**config.mk**
```make
export PLATFORM = sky130hd
export DESIGN_NAME = nibble_serial_cmp_ctrl
export DESIGN_NICKNAME = d
export VERILOG_FILES = /design/src/rtl/nibble_serial_cmp_ctrl.sv
export SDC_FILE = /design/constraint.sdc
export NUM_CORES = 1
export LEC_CHECK = 0
export ABC_CLOCK_PERIOD_IN_PS = 3900
export CAP_MARGIN = 25
export CORE_MARGIN = 4
export CORE_UTILIZATION = 50
export CTS_BUF_LIST = sky130_fd_sc_hd__clkbuf_2 sky130_fd_sc_hd__clkbuf_4 sky130_fd_sc_hd__clkbuf_8
export DETAILED_ROUTE_END_ITERATION = 12
export PLACE_DENSITY = 0.83
export RECOVER_POWER = 100
export SETUP_SLACK_MARGIN = 0.05
export SKIP_LAST_GASP = 1
export SLEW_MARGIN = 20
export SYNTH_ARGS = -nofsm -noshare
export SYNTH_HDL_FRONTEND = slang
export SYNTH_SLANG_ARGS = --single-unit
```
**constraint.sdc**
```tcl
create_clock -name CLK -period 3.9 [get_ports CLK]
set_input_delay 0.78 -clock CLK [delete_from_list [all_inputs] [get_ports CLK]]
set_output_delay 0.78 -clock CLK [all_outputs]
set_load 0.1 [all_outputs]
```
**src/rtl/nibble_serial_cmp_ctrl.sv**
```systemverilog
// Serial WIDTH-bit magnitude compare through one external 4-bit cascadable
// comparator slice. Nibbles are walked LSB->MSB, one per clock, and the
// cascade is registered between steps.
module nibble_serial_cmp_ctrl #(
  parameter int unsigned WIDTH = 16
) (
  input  logic             CLK,
  input  logic             ARST,
  input  logic             start,
  input  logic [1:0]       op,
  input  logic             is_signed,
  input  logic [WIDTH-1:0] A,
  input  logic [WIDTH-1:0] B,
  output logic             busy,
  output logic             done,
  output logic             Y,
  output logic             cmp_err,
  output logic [3:0]       cmp_A,
  output logic [3:0]       cmp_B,
  output logic             cmp_Li,
  output logic             cmp_Ei,
  output logic             cmp_Gi,
  input  logic             cmp_Lo,
  input  logic             cmp_Eo,
  input  logic             cmp_Go
);

  localparam int unsigned NIB  = WIDTH / 4;
  localparam int unsigned IDXW = (NIB > 1) ? $clog2(NIB) : 1;

  if ((WIDTH % 4 != 0) || (WIDTH < 4)) begin : g_bad_width
    $error("nibble_serial_cmp_ctrl: WIDTH must be a multiple of 4 and at least 4");
  end

  typedef enum logic [1:0] {StIdle, StRun, StDone} state_t;

  state_t                r_state, w_state_nxt;
  logic [IDXW-1:0]       r_idx, w_idx_nxt;
  logic                  r_l, r_e, r_g, w_l_nxt, w_e_nxt, w_g_nxt;
  logic [NIB-1:0][3:0]   r_a, r_b, w_a_nxt, w_b_nxt;
  logic [1:0]            r_op, w_op_nxt;
  logic                  r_signed, w_signed_nxt;
  logic                  r_y, w_y_nxt;
  logic                  r_err, w_err_nxt;

  logic                  w_last;
  logic                  w_flip;
  logic                  w_onehot;
  logic [3:0]            w_nib_a, w_nib_b;

  assign w_last   = (r_idx == IDXW'(NIB - 1));
  // Signed operands become offset-binary by flipping the sign bit, which only
  // ever lives in the top nibble.
  assign w_flip   = r_signed && w_last;
  assign w_nib_a  = r_a[r_idx];
  assign w_nib_b  = r_b[r_idx];
  assign w_onehot = ({cmp_Lo, cmp_Eo, cmp_Go} == 3'b100) ||
                    ({cmp_Lo, cmp_Eo, cmp_Go} == 3'b010) ||
                    ({cmp_Lo, cmp_Eo, cmp_Go} == 3'b001);

  assign busy    = (r_state == StRun);
  assign done    = (r_state == StDone);
  assign Y       = r_y;
  assign cmp_err = r_err;

  // Outside RUN the slice is fed a neutral "equal" pattern.
  assign cmp_A  = busy ? {w_nib_a[3] ^ w_flip, w_nib_a[2:0]} : 4'h0;
  assign cmp_B  = busy ? {w_nib_b[3] ^ w_flip, w_nib_b[2:0]} : 4'h0;
  assign cmp_Li = busy ? r_l : 1'b0;
  assign cmp_Ei = busy ? r_e : 1'b1;
  assign cmp_Gi = busy ? r_g : 1'b0;

  // Next-state: accept start, step through nibbles, resolve result.
  always_comb begin
    w_state_nxt  = r_state;
    w_idx_nxt    = r_idx;
    w_l_nxt      = r_l;
    w_e_nxt      = r_e;
    w_g_nxt      = r_g;
    w_a_nxt      = r_a;
    w_b_nxt      = r_b;
    w_op_nxt     = r_op;
    w_signed_nxt = r_signed;
    w_y_nxt      = r_y;
    w_err_nxt    = r_err;
    unique case (r_state)
      StIdle, StDone: begin
        if (start) begin
          w_a_nxt      = A;
          w_b_nxt      = B;
          w_op_nxt     = op;
          w_signed_nxt = is_signed;
          w_idx_nxt    = '0;
          w_l_nxt      = 1'b0;
          w_e_nxt      = 1'b1;
          w_g_nxt      = 1'b0;
          w_err_nxt    = 1'b0;
          w_state_nxt  = StRun;
        end else if (r_state == StDone) begin
          w_state_nxt = StIdle;
        end
      end
      StRun: begin
        w_l_nxt = cmp_Lo;
        w_e_nxt = cmp_Eo;
        w_g_nxt = cmp_Go;
        if (!w_onehot) begin
          w_err_nxt = 1'b1;
        end
        if (w_last) begin
          w_state_nxt = StDone;
          unique case (r_op)
            2'b00: w_y_nxt = cmp_Lo;
            2'b01: w_y_nxt = cmp_Go;
            2'b10: w_y_nxt = !cmp_Go;
            2'b11: w_y_nxt = !cmp_Lo;
          endcase
        end else begin
          w_idx_nxt = r_idx + IDXW'(1);
        end
      end
      default: w_state_nxt = StIdle;
    endcase
  end

  // State and datapath registers with asynchronous abort.
  always_ff @(posedge CLK or posedge ARST) begin
    if (ARST) begin
      r_state  <= StIdle;
      r_idx    <= '0;
      r_l      <= 1'b0;
      r_e      <= 1'b1;
      r_g      <= 1'b0;
      r_a      <= '0;
      r_b      <= '0;
      r_op     <= 2'b00;
      r_signed <= 1'b0;
      r_y      <= 1'b0;
      r_err    <= 1'b0;
    end else begin
      r_state  <= w_state_nxt;
      r_idx    <= w_idx_nxt;
      r_l      <= w_l_nxt;
      r_e      <= w_e_nxt;
      r_g      <= w_g_nxt;
      r_a      <= w_a_nxt;
      r_b      <= w_b_nxt;
      r_op     <= w_op_nxt;
      r_signed <= w_signed_nxt;
      r_y      <= w_y_nxt;
      r_err    <= w_err_nxt;
    end
  end

endmodule

```
Word level (Yosys, flattened, before mapping)
Index checks and enable logic that the tools add are counted.
Storage, ports and cells
  flip-flop bits (word level): 44
  output and inout port bits: 15
  bits of input ports: 41
Operators by class
  eq/ne operators: 14
  bitwise logic cells: 2
  order comparisons: 1
  reductions and logical operators: 15
  add/sub/neg operators: 1
  muxes and demuxes: 24
Operator list (count)
  $bmux W4 S2: 2
  $mux W4: 4
  $mux W2: 5
  $eq A2 B2 Y1 const B: 4
  $pmux W1 S2: 4
  $pmux W2 S2: 2
  $reduce_and A2 Y1: 4
  $mux W1: 6
  $ne A2 B2 Y1 const B: 3
  $reduce_and A3 Y1: 2
  $eq A2 B1 Y1 const B: 2
  $logic_not A2 Y1: 2
  $pmux W1 S4: 1
  $eq A3 B1 Y1 const B: 1
  $eq A3 B2 Y1 const B: 1
  $eq A3 B3 Y1 const B: 1
  $lt A2 B3 Y1 const B: 1
  $ne A3 B3 Y1 const B: 1
  $add A2 B1 Y2 const B: 1
  $logic_not A1 Y1: 2
  $logic_or A1 B1 Y1: 2
  $ne A2 B1 Y1 const B: 1
  $reduce_bool A2 Y1: 1
  $reduce_or A2 Y1: 1
  other kinds (2): 3

Depth between registers and ports, before layout
Gate-level depths: netlist of the first run.
  depth after elaboration: 5
  gate-level depth with buffers: 6
  gate-level depth less buffers: 4

Least setup slack after synthesis of the first run
No wires, ideal clock.
  path kind: reg-to-output
  from: register r_idx[0]
  to: output port cmp_B[3]
  path slack: 0.677 ns
  data arrival time: 2.443 ns
  cell stages (with the launch flop): 5
  path buffers: 1
  path through: dfrtp_1 -> buf_6 -> mux4_2 -> xor2_1 -> nor2_1
On the way
  longest elaborated chain between the ends: 4
RTL lines
  start, declared: line 38  | logic [IDXW-1:0] r_idx, w_idx_nxt;
  start signal, assigned: line 142  | r_idx <= w_idx_nxt;
  $bmux W4 S2 or $eq A2 B2 Y1 (tied branches): line 56, 51
  $mux W4 (not written as such) or $logic_and A1 B1 Y1 (tied branches): line 56, 54
  $xor A1 B1 Y1 (*): line 68  | assign cmp_B = busy ? {w_nib_b[3] ^ w_flip, w_nib_b[2:0]} : 4'h0;
  $mux W4 (*): line 68
  end, declared: line 19  | output logic [3:0] cmp_B,
Mark *: on every way between the ends. The rest lies on a longest branch, timed or not. The select of a mux whose other input is x is not followed.

Worst setup path in the final report of the first run
  from: register r_state[1]
  to: output port cmp_B[0]
On the way
  longest elaborated chain between the ends: 2
RTL lines
  start, declared: line 37  | state_t r_state, w_state_nxt;
  start signal, assigned: line 129  | r_state <= StIdle;
  start signal, assigned: line 141  | r_state <= w_state_nxt;
  $eq A2 B1 Y1: line 61  | assign busy = (r_state == StRun);
  $mux W4: line 68
No other way between the ends.

==> results.yml, run 1 <==
outcome:
  status: "complete, no violations"
yosys:
  ys.warnings.count: 0
  synth_most_common_cell: "nand2_1"
  ys.flop_type: "dfrtp_1"
  synth_xor_area_share_pct: 1.281
  async_flop_share_pct: 100.0
  syn_area_sq_mm: 0.002051
  synthMuxAreaShare_pct: 9.884
  syn_avg_cell_area_sq_um: 9.494
  ys_seq_area_share_pct: 53.75
  synth_cell_types: 25
  ys_top_cells_by_area: "dfrtp_1 (52%), nand2_1 (19%), mux4_1 (7.7%)"
  synth-compound-area-share_pct: 4.210
  synthSimpleGateAreaFrac_pct: 25.99
  synth_top_area_share_pct: 52.47
  synth_enable_flop_cells: 0
  synth_top_family_by_area: "simple AND/OR/NAND/NOR gates"
  synth_common_cells: "nand2_1 (106), dfrtp_1 (43), and2_1 (9)"
  synth_top_area_cell: "dfrtp_1"
  ys_ff_latch: 44
  synthCells: 216
  synthesis.nets: 259
  synth_adder_area_share_pct: 1.220
layout:
  num_antenna_cells: 0
  drive_above_1_share_pct: 5.556
  final_cells: 320
  final_core_util_pct: 66.48
  fill_cells: 348
  area_delta_synth_final_pct: 28.74
  layout.nets: 312
placement:
  place_inst: 312
  gp_congestion: 0.7781
  io_buffers: 55
  post-dp-hpwl_mm: 3.004
worst_setup_path:
  max_stage_delay_ns: 0.86
  regToRegSetupSlack_ns: 1.53
  critPathSlowestCell: "clkbuf_1"
  path_cells: "nand2b_1, inv_1, and2_1, clkbuf_1"
  worst-setup-path-type: "reg2out"
  critPathCaptureType: "output pin"
  critPathBufInv: 2
  worstPathArrival_ns: 2.42
  worstPathRequired_ns: 3.12
  path_delay_family: "buffers and inverters"
  worstPathMaxFanout: 17
  start_kind: "register"
run:
  cap_violations: 0
hold_path:
  hold_path_class: "reg2reg"
timing:
  worst_slew_pin_slew_ns: 1.319
  clock_skew_ns: 0.003677
  final-hold-violation-count: 0
  whs_ns: 0.4718
  max_freq_mhz: 312.5
  rsz0062_at_grt: "false"
  period_share_pct: 82.06
  slew_viol_final: 0
  min_period_ns: 3.200
  setup_tns_ns: 0
  finalSetupViolations: 0
  relSlewSlack_pct: 11.89
clock_network:
  hold_buffers: 0
  clockBufferDepth: 2
  cts_root_buf: "clkbuf_8"
  post-cts-setup-buffer-count: 0
  cts.sinks: 44
  clkTransAtPathRegs_ns: 0.08
  htree_levels: 2
  post_cts_resized: 0
  insertion_delay_ns: 0.29
  cts_buffers: 5
  cts_tree: "built"
die:
  core_area_sq_mm: 0.003971
  placementRows: 23
  io_pins: 56
  die_area_sq_mm: 0.005190
  die_y_microns: 72.04
  initial_core_util_pct: 51.64
  die_w_microns: 72.04
detailed_routing:
  finalWirelength_mm: 4.231
  met3_wirelength_microns: 203
  drt-met1-wl_mm: 1.810
  drtIter0Drc: 123
  drcViolationCount: 0
  highest_layer: "met4"
  ant_nets: 0
  wl_per_cell_microns: 13.22
  num_vias: 1584
  route.met2.wl_mm: 2.143
  viasPerCell: 4.950
  drt_first_pass_iters: 4
global_route:
  grt_pass1_vias: 1603
  grt_max_degree: 45
  grt_pass1_wl_mm: 7.100
  antenna_found_initial: 0
  grt_overflow: 0
  grt_util_all_layers_pct: 18.00
per-stage QoR:
stage          area (sq um)  worst slack (ns)
2_1_floorplan          2051            0.6766
5_1_grt                2640            0.5330
3_3_place_gp           2599             1.311
6_report               2640            0.6996
4_1_cts                2688            0.9602
3_5_place_dp           2599             1.290
layout make-up:
cell class / instances / area (sq um) / share of cell area, %
Clock buffer: 7 / 83.83 / 3.175
Clock inverter: 1 / 5.005 / 0.1896
Inverter: 4 / 15.01 / 0.5687
Multi-Input combinational cell: 156 / 873.3 / 33.08
Sequential cell: 44 / 1102 / 41.75
Tap cell: 50 / 62.56 / 2.370
Timing Repair Buffer: 58 / 498.0 / 18.86
cells by family (layout without fill, tap and decap cells):
logic type / Yosys count / in the layout
simple gates: 130 / 130
flops: 44 / 44
buf+inv: 16 / 70
compound gates: 13 / 13
mux: 8 / 8
xor+xnor: 3 / 3
fa+ha+maj: 2 / 2
worst min-delay path, delay by kind of cell (launching register included):
kind | cells | cell delay, ns
AND/OR/NAND/NOR | 2 | 0.10
flip-flops | 1 | 0.34
worst paths after layout:
path	startpoint	end	cells past startpoint
min	r_b[6]	r_b[6]	2
min reg2reg	r_b[6]	r_b[6]	2
max	r_state[1]	cmp_B[0]	4
min in group asynchronous	ARST	r_op[1]	3
max in group asynchronous	ARST	r_e	3
max reg2reg	r_state[0]	r_b[12]	4
registers in the layout, indices dropped and copies added (netlist names):
name      count
Y             1
cmp_err       1
r_a          16
r_b          16
r_e           1
r_g           1
r_idx         2
r_l           1
r_op          2
r_signed      1
r_state       2
per-layer routing:
metal / GRT usage [%] / vias to the layer above
li1: - / 803
met3: 4.432 / 6
met5: 0 / -
met4: 6.889 / 0
met2: 31.22 / 34
met1: 21.63 / 741
cell usage in the layout, fill, tap and decap left out, types with 4 or more instances in the layout:
cell type	n
nand2_1	106
dfrtp_1	43
clkdlybuf4s50_1	37
clkbuf_1	12
and2_1	8
nor2_1	6
mux4_1	6
dlygate4sd3_1	6
o21ai_0	5
clkbuf_8	5
nor2b_1	4
Power of run 1 is left out: the tool's default activity adds up to more than one toggle a clock period on the data nets, which glitch-free logic cannot reach.
==> inputs of run 2 (changes only) <==
--- a/config.mk
+++ b/config.mk
@@ -5,7 +5,7 @@
 export SDC_FILE = /design/constraint.sdc
 export NUM_CORES = 1
 export LEC_CHECK = 0
-export ABC_CLOCK_PERIOD_IN_PS = 3900
+export ABC_CLOCK_PERIOD_IN_PS = 3200
 export CAP_MARGIN = 25
 export CORE_MARGIN = 4
 export CORE_UTILIZATION = 50
==> constraint.sdc (replaced) <==
create_clock -name CLK -period 3.2 [get_ports CLK]
set_input_delay 0.64 -clock CLK [delete_from_list [all_inputs] [get_ports CLK]]
set_output_delay 0.64 -clock CLK [all_outputs]
set_load 0.1 [all_outputs]
==> results.yml, run 2 (same netlist as run 1, synthesis figures left out) <==
outcome:
  status: "finished, violations left"
  violations: "max-capacitance violations, max-slew violations"
clock_network:
  cts_buffers: 5
  cts.sinks: 44
  insertion_delay_ns: 0.30
  hold_buffers: 0
  clockBufferDepth: 2
  post-cts-setup-buffer-count: 0
  htree_levels: 2
  cts_tree: "built"
  cts_root_buf: "clkbuf_8"
  clkTransAtPathRegs_ns: 0.07
  post_cts_resized: 0
die:
  die_w_microns: 72.04
  core_area_sq_mm: 0.003971
  die_area_sq_mm: 0.005190
  die_y_microns: 72.04
  initial_core_util_pct: 51.64
  placementRows: 23
  io_pins: 56
detailed_routing:
  drt_first_pass_iters: 4
  finalWirelength_mm: 4.045
  ant_nets: 0
  num_vias: 1587
  drcViolationCount: 0
  drtIter0Drc: 57
  viasPerCell: 4.944
  wl_per_cell_microns: 12.60
timing:
  setup_tns_ns: 0
  min_period_ns: 2.805
  rsz0062_at_grt: "false"
  relSlewSlack_pct: -0.4832
  clock_skew_ns: 0.006191
  max_freq_mhz: 356.5
  slew_viol_final: 38
  final-hold-violation-count: 0
  period_share_pct: 87.65
  worst_slew_pin_slew_ns: 1.507
  fin_ws_ns: 0.3952
  finalSetupViolations: 0
run:
  cap_violations: 1
layout:
  area_delta_synth_final_pct: 30.26
  layout.nets: 313
  mostFrequentLayoutCells: "nand2_1 (106), dfrtp_1 (43), clkdlybuf4s50_1 (37)"
  final_common_cell: "nand2_1"
  drive_above_1_share_pct: 9.594
  fill_cells: 331
  num_antenna_cells: 0
  reg.largest.list: "r_a x16, r_b x16"
placement:
  post-dp-hpwl_mm: 2.791
  gp_congestion: 0.7703
  io_buffers: 55
  pre_cts_ws_ns: 0.7341
global_route:
  grt_overflow: 0
  antenna_found_initial: 0
  grt_max_degree: 38
  grt_pass1_wl_mm: 6.582
  grt_pass1_vias: 1541
  grt_util_all_layers_pct: 16.49
worst_setup_path:
  start_kind: "register"
  path_cells: "mux4_1, and2_1, clkbuf_2"
  max_stage_delay_ns: 0.71
  critPathCaptureType: "output pin"
  worst-setup-path-type: "reg2out"
  path_delay_family: "flip-flops"
  critPathSlowestCell: "dfrtp_1"
  worstPathMaxFanout: 12
  critPathBufInv: 1
  worstPathArrival_ns: 2.16
  worstPathRequired_ns: 2.56
hold_path:
  hold_path_class: "reg2reg"
[run 2: cell types whose count changed in the layout (fill, tap and decap cells not counted), moves of 2 or more]
cell | previous run | this run
buf_4 | 3 | 0
dlygate4sd3_1 | 6 | 3
clkbuf_2 | 0 | 10
clkbuf_1 | 12 | 7
buf_12 | 0 | 2
[run 2: layer usage]
layer	wire length (microns)	global-route usage, %	vias up
li1	-	-	797
met1	1780	18.89	744
met2	1992	29.39	39
met3	206	4.294	7
met4	65	6.472	0
met5	0	0	-
[run 2: area by class of cell]
class	count	area [sq um]	area share (%)
Timing Repair Buffer	59	516.7	19.34
Tap cell	50	62.56	2.342
Clock buffer	8	97.59	3.653
Inverter	4	16.27	0.6089
Multi-Input combinational cell	156	875.8	32.79
Sequential cell	44	1102	41.26
[run 2: worst paths after layout]
kind | slack (ns) | start | cells past startpoint | endpoint
hold / removal | 0.47 | r_b[0] | 2 | r_b[0]
hold reg to reg | 0.47 | r_b[0] | 2 | r_b[0]
setup reg to reg | 1.03 | r_state[0] | 4 | r_g
setup / recovery | 0.40 | r_idx[0] | 3 | cmp_B[0]
max in group asynchronous | 1.24 | ARST | 3 | r_a[9]
min in group asynchronous | 1.12 | ARST | 2 | r_l
[run 2: worst min-delay path: cells and delay by family (launching register included)]
family,cells,cell delay [ns]
DFF,1,0.34
and+or+nand+nor,2,0.10
[run 2: stage by stage]
stage,cell area (sq um),hold WS (ns),cells,util (%)
floorplan,2051,0.4373,216,-
global placement,2624,0.4499,313,66.07
detailed placement,2625,0.4542,313,66.10
CTS,2723,0.4737,321,68.56
global route,2671,0.4883,321,67.27
finish,2671,0.4710,321,67.27
Power of run 2 is left out for the same reason.
